## src/rtl/modmul_q_pkg.sv

```systemverilog
// ----------------------------------------------------------------------------
// modmul_q_pkg
//   Shared types and sizing for the ModMul issue queue slice.
//   WIDTH  : operand/result width
//   TAG_W  : width of the opaque caller tag
//   DEPTH  : FIFO entries (power of 2, >= 2), not counting the in-flight op
//   P      : prime modulus, must match the downstream ModMul instance
//   PTR_W  : FIFO index width
// ----------------------------------------------------------------------------
package modmul_q_pkg;

    localparam int WIDTH = 128;
    localparam int TAG_W = 4;
    localparam int DEPTH = 4;
    localparam logic [WIDTH-1:0] P = 128'd37;
    localparam int PTR_W = $clog2(DEPTH);

    typedef enum logic [1:0] {
        IDLE,
        RUN,
        HOLD
    } state_t;

    typedef struct packed {
        logic [WIDTH-1:0] a;
        logic [WIDTH-1:0] b;
        logic [TAG_W-1:0] tag;
    } entry_t;

endpackage

```

## src/rtl/modmul_q_fifo.sv

```systemverilog
// ----------------------------------------------------------------------------
// modmul_q_fifo
//   Synchronous FIFO of operand entries. Pointers carry one extra wrap bit so
//   full and empty are told apart without a separate occupancy counter.
// Ports:
//   clk        rising-edge clock
//   reset      asynchronous active-low reset (empties the FIFO)
//   push       write push_data when not full
//   push_data  entry to enqueue
//   pop        drop the head entry when not empty
//   pop_data   head entry (valid while !empty)
//   full       DEPTH entries stored
//   empty      no entries stored
// ----------------------------------------------------------------------------
module modmul_q_fifo
    import modmul_q_pkg::*;
(
    input  logic   clk,
    input  logic   reset,
    input  logic   push,
    input  entry_t push_data,
    input  logic   pop,
    output entry_t pop_data,
    output logic   full,
    output logic   empty
);

    entry_t           mem [DEPTH];
    logic [PTR_W:0]   wr_ptr;
    logic [PTR_W:0]   rd_ptr;
    logic             do_push;
    logic             do_pop;

    assign do_push  = push && !full;
    assign do_pop   = pop && !empty;

    // Same index with differing wrap bits means the writer lapped the reader.
    assign full     = (wr_ptr[PTR_W] != rd_ptr[PTR_W]) &&
                      (wr_ptr[PTR_W-1:0] == rd_ptr[PTR_W-1:0]);
    assign empty    = (wr_ptr == rd_ptr);
    assign pop_data = mem[rd_ptr[PTR_W-1:0]];

    // Storage needs no reset; only the pointers define what is valid.
    always_ff @(posedge clk) begin
        if (do_push) begin
            mem[wr_ptr[PTR_W-1:0]] <= push_data;
        end
    end

    always_ff @(posedge clk or negedge reset) begin
        if (!reset) begin
            wr_ptr <= '0;
            rd_ptr <= '0;
        end else begin
            if (do_push) begin
                wr_ptr <= wr_ptr + (PTR_W+1)'(1);
            end
            if (do_pop) begin
                rd_ptr <= rd_ptr + (PTR_W+1)'(1);
            end
        end
    end

endmodule

```

## src/rtl/modmul_issue_queue.sv

```systemverilog
// ----------------------------------------------------------------------------
// modmul_issue_queue
//   Upstream feeder for the ModMul engine. Buffers (a, b, tag) operand pairs,
//   issues them one at a time over ModMul's enable/done interface and returns
//   each result with its tag on a valid/ready output, in issue order.
// Optional feature macro: MODMUL_Q_RANGE_CHECK_EN
//   When defined, pairs with a >= P or b >= P are consumed but dropped, and
//   err_range pulses for one cycle after such a push.
// Ports:
//   clk, reset              clock / asynchronous active-low reset
//   in_valid/in_ready       operand handshake (in_ready = !fifo_full)
//   in_a, in_b, in_tag      operand pair and caller tag
//   mm_a, mm_b, mm_enable   registered operands and enable to ModMul
//   mm_r, mm_done           ModMul result and completion
//   out_valid/out_ready     result handshake
//   out_r, out_tag          result (mm_r verbatim) and its tag
//   busy                    FIFO non-empty or an operation in progress
//   err_range               range-check pulse (macro builds only)
// ----------------------------------------------------------------------------
module modmul_issue_queue
    import modmul_q_pkg::*;
(
    input  logic             clk,
    input  logic             reset,
    input  logic             in_valid,
    output logic             in_ready,
    input  logic [WIDTH-1:0] in_a,
    input  logic [WIDTH-1:0] in_b,
    input  logic [TAG_W-1:0] in_tag,
    output logic [WIDTH-1:0] mm_a,
    output logic [WIDTH-1:0] mm_b,
    output logic             mm_enable,
    input  logic [WIDTH-1:0] mm_r,
    input  logic             mm_done,
    output logic             out_valid,
    input  logic             out_ready,
    output logic [WIDTH-1:0] out_r,
    output logic [TAG_W-1:0] out_tag,
    output logic             busy
`ifdef MODMUL_Q_RANGE_CHECK_EN
    ,
    output logic             err_range
`endif
);

    state_t           state;
    logic [TAG_W-1:0] tag_q;
    entry_t           push_entry;
    entry_t           head;
    logic             fifo_full;
    logic             fifo_empty;
    logic             fifo_push;
    logic             fifo_pop;
    logic             push_fire;

    // in_ready looks only at full, so a same-cycle pop never frees a slot.
    assign in_ready   = !fifo_full;
    assign push_fire  = in_valid && in_ready;
    assign push_entry = '{a: in_a, b: in_b, tag: in_tag};
    assign fifo_pop   = (state == IDLE) && !fifo_empty;
    assign busy       = !fifo_empty || (state != IDLE);

`ifdef MODMUL_Q_RANGE_CHECK_EN
    logic range_bad;

    assign range_bad = (in_a >= P) || (in_b >= P);
    assign fifo_push = push_fire && !range_bad;

    // Out-of-range pairs complete their handshake but are only flagged.
    always_ff @(posedge clk or negedge reset) begin
        if (!reset) begin
            err_range <= 1'b0;
        end else begin
            err_range <= push_fire && range_bad;
        end
    end
`else
    assign fifo_push = push_fire;
`endif

    modmul_q_fifo u_fifo (
        .clk       (clk),
        .reset     (reset),
        .push      (fifo_push),
        .push_data (push_entry),
        .pop       (fifo_pop),
        .pop_data  (head),
        .full      (fifo_full),
        .empty     (fifo_empty)
    );

    // Issue FSM. The IDLE state always lasts at least one cycle after a
    // result handshake, so mm_enable drops before the next issue and ModMul
    // always sees a fresh rising edge. mm_done/mm_r are only looked at in RUN.
    always_ff @(posedge clk or negedge reset) begin
        if (!reset) begin
            state     <= IDLE;
            mm_a      <= '0;
            mm_b      <= '0;
            tag_q     <= '0;
            mm_enable <= 1'b0;
            out_valid <= 1'b0;
            out_r     <= '0;
            out_tag   <= '0;
        end else begin
            case (state)
                IDLE: begin
                    if (!fifo_empty) begin
                        mm_a      <= head.a;
                        mm_b      <= head.b;
                        tag_q     <= head.tag;
                        mm_enable <= 1'b1;
                        state     <= RUN;
                    end
                end
                RUN: begin
                    if (mm_done) begin
                        out_r     <= mm_r;
                        out_tag   <= tag_q;
                        out_valid <= 1'b1;
                        mm_enable <= 1'b0;
                        state     <= HOLD;
                    end
                end
                HOLD: begin
                    if (out_ready) begin
                        out_valid <= 1'b0;
                        state     <= IDLE;
                    end
                end
                default: begin
                    state <= IDLE;
                end
            endcase
        end
    end

endmodule
```

## config.mk

```make
export PLATFORM = sky130hd
export DESIGN_NAME = modmul_issue_queue
export DESIGN_NICKNAME = d
export VERILOG_FILES = /design/src/rtl/modmul_q_pkg.sv /design/src/rtl/modmul_q_fifo.sv /design/src/rtl/modmul_issue_queue.sv
export SDC_FILE = /design/constraint.sdc
export NUM_CORES = 2
export LEC_CHECK = 0
export ABC_AREA = 1
export CAP_MARGIN = 20
export CORE_MARGIN = 10
export CORE_UTILIZATION = 60
export CTS_CLUSTER_SIZE = 12
export DETAILED_ROUTE_END_ITERATION = 8
export PLACE_DENSITY_LB_ADDON = 0.15
export SLEW_MARGIN = 10
export SYNTH_ARGS = -nofsm -noshare
export SYNTH_HDL_FRONTEND = slang
export SYNTH_SLANG_ARGS = --single-unit
```

## constraint.sdc

```tcl
create_clock -name clk -period 29 [get_ports clk]
set_clock_uncertainty 0.05 [all_clocks]
set_input_delay 2.9 -clock clk [delete_from_list [all_inputs] [get_ports clk]]
set_output_delay 2.9 -clock clk [all_outputs]
set_load 0.1 [all_outputs]
```

==> metrics <==
die height=334.1 um; async set or reset register ratio after synthesis=between 20% and 30%; final hold viol count=0; Crit path buffers/inverters=4; XOR/XNOR share of the synthesized area=0.02959%; Critical R2R Launch=u_fifo.rd_ptr[0]$_DFFE_PN0P_; Cell Chain, Critical Path=clkdlybuf4s50_1 > nand2_1 > nor2_4 > buf_4 > buf_4 > buf_4; HP Class=flop to flop; fin crit period=6782 ps; nets=6926; R2R cell count=9; largest net degree at the start of global routing=between 200 and 250; final wirelength=163.9 mm; Syn Area/Cell=10.14 sq um; Hold Path Cell Cnt=2; status=finished clean; multi-input combinational cell area=about 13000 sq um; Slew headroom=15.90%; Yosys warning total=0; Post-CTS Setup Bufs=0; Root Buffer=clkbuf_16; R2R Path End=u_fifo.mem[2][116]$_DFFE_PP_; Post-synth top flop=edfxtp_1; largest family of logic cells by synthesized area=simple AND/OR/NAND/NOR gates; EDFF count, synth=1040; H-tree levels=4; WL met2=83.48 mm; period utilisation layout=a little under a quarter; Worst Path Required=between 20000 and 30000 ps; startpoint types=primary input; cell types with the highest counts after synthesis=nand2_1 (2247), inv_1 (1051), edfxtp_1 (1040); Synth Cell Area=between 50000 and 60000 sq um; post-cts resize count=0; remaining global-route overflow=0; Total GRT Usage=between 20% and 30%; slew at the pin closest to its max-slew limit=about 1300 ps; vias in the first global route=41190; Initial Util=60.33%; total of max-cap violations=0; CTS tree=done; first-pass GRT wire length=245.4 mm; r2r setup slk=23180 ps; unrepaired setup endpoints after global routing=false; DRC=0; Non-Filler Instances=roughly 8000; Yosys top cell area share=52.75%; Worst Setup SP=in_valid; fillers=roughly 6500; initial antenna violation count=~80; area fraction in compound gates after synthesis=0.01691%; Synth Area in Adders=0.1057%; wire per inst=a little over 20 um; Area Growth Syn to Fin=22.28%; M1 wire length=56.79 mm; Post-Synth Simple-Gate Area=20.99%; RD Place Congestion=0.9299; die area=111600 sq um; top-count cell post-synth=nand2_1; Vias/cell=5.241; # IOs=785; Seq cells post-synth=1442; Die X=334.1 um; data arrival time of the worst path=between 7000 and 8000 ps; via count=41880; Synth area leaders=edfxtp_1 (53%), dfrtp_1 (17%), nand2_1 (14%); routed wl met3=13.76 mm; layout cells sized above 1=3.880%; # clock sinks=between 1000 and 1500; kind of critical path=primary input to flop; proportion of synthesized area in mux cells=0%; Worst-path clk slew=60 ps; number of hold buffers added after CTS=0; Antenna Nets Post-Route=0; Register Area=41300 sq um; DRT Pass-1 Iters=6; leading area contributor after synthesis=edfxtp_1; critical path endpoint category=flop; core area=~98000 sq um; Slew Limit Fails=0; Initial DRC Count=~3700; Cells after DPL=7665; Setup TNS=0 ps; CP Depth=6; port buffer count=approximately 800; crit path to=u_fifo.mem[2][116]$_DFFE_PP_; most frequent CP cell=buf_4; Post-Synthesis Cells=5836; Critical Path Slowest Stage Cell=buf_4; Synth cell types=20; CTS max path bufs=3; Worst path max stage delay=860 ps; hpwl dp=between 100 and 150 mm; top routing layer in use=met5; sequential fraction of the synthesis area=69.74%; fmax=around 150 MHz; kind of cell adding the most delay to the critical path=buffers and inverters; CTS Buf Count=147; worst skew pair latency=760 ps; site row count=115; crit-path max FO=66; Setup-failing EPs final=0; syn nets=6234
worst min-delay path, cell delays in order, from the launching register on:
cell,delay [ps]
dfrtp_1,340
nand2_1,50
nand2_1,40
per-layer routing:
layer / vias up / global-route usage [%]
li1: 19710 / -
met1: 20150 / 31.92
met2: 1589 / 48.62
met3: 382 / 8.114
met4: 48 / 18.05
met5: - / 0
flip-flops by register name, summed over array words and instances, names as in the netlist:
name and count:
mm_b 128, u_fifo.wr_ptr 3, out_valid 1, u_fifo.mem 1040, tag_q 4, out_tag 4, mm_enable 1, u_fifo.rd_ptr 3
mm_a 128, state 2, out_r 128
metrics by stage:
stage | util, % | setup slack [ps] | instance area, sq um | hold slack (ps)
floorplan | - | 14140 | 59210 | 392.2
global placement | 68.97 | 21440 | 67680 | 403.1
detailed placement | 69.01 | 21380 | 67720 | 407.0
CTS | 73.61 | 22160 | 72230 | 420.9
global route | 73.75 | 21950 | 72380 | 434.3
finish | 73.78 | 22220 | 72400 | 417.0
cell families after synthesis:
| group | count (synthesis) |
|---|---|
| AND/OR/NAND/NOR | 3044 |
| XOR/XNOR | 2 |
| adder cells (fa/ha/maj) | 5 |
| AO/OA/AOI/OAI | 2 |
| flip-flops | 1442 |
| buffers and inverters | 1341 |
layout make-up:
type | instances | area share (%)
clock inverters | 31 | 0.3301
multi-input cells | 3053 | 17.38
diodes | 55 | 0.1901
flip-flops and latches | 1442 | 57.04
clock buffers | 239 | 5.898
well taps | 1287 | 2.224
repair buffers | 830 | 11.44
inverters | 1054 | 5.501
cell usage in the layout (no fill, tap or decap), drive strengths merged:
cell type	n
dfrtp	402
bufinv	1
clkinv	23
nor2	6
buf	57
nand2	2249
diode	55
xor2	2
clkdlybuf4s50	773
edfxtp	1040
ha	5
nand4	1
clkbuf	239
o21ai	2
inv	1061
nand3	788
worst min-delay path by stage:
stage | from | slack (ps) | to
final | mm_b[113]$_DFFE_PN0P_ | 420 | mm_b[113]$_DFFE_PN0P_
after global routing | mm_b[54]$_DFFE_PN0P_ | 430 | mm_b[54]$_DFFE_PN0P_
after detailed placement | mm_a[70]$_DFFE_PN0P_ | 410 | mm_a[70]$_DFFE_PN0P_
after floorplan | tag_q[0]$_DFFE_PN0P_ | 390 | out_tag[0]$_DFFE_PN0P_
after global placement | mm_a[60]$_DFFE_PN0P_ | 400 | mm_a[60]$_DFFE_PN0P_
after CTS | mm_b[62]$_DFFE_PN0P_ | 420 | mm_b[62]$_DFFE_PN0P_
Power is not shown: default switching activity piles up to over one toggle a cycle in this logic, so the estimate is an artifact.
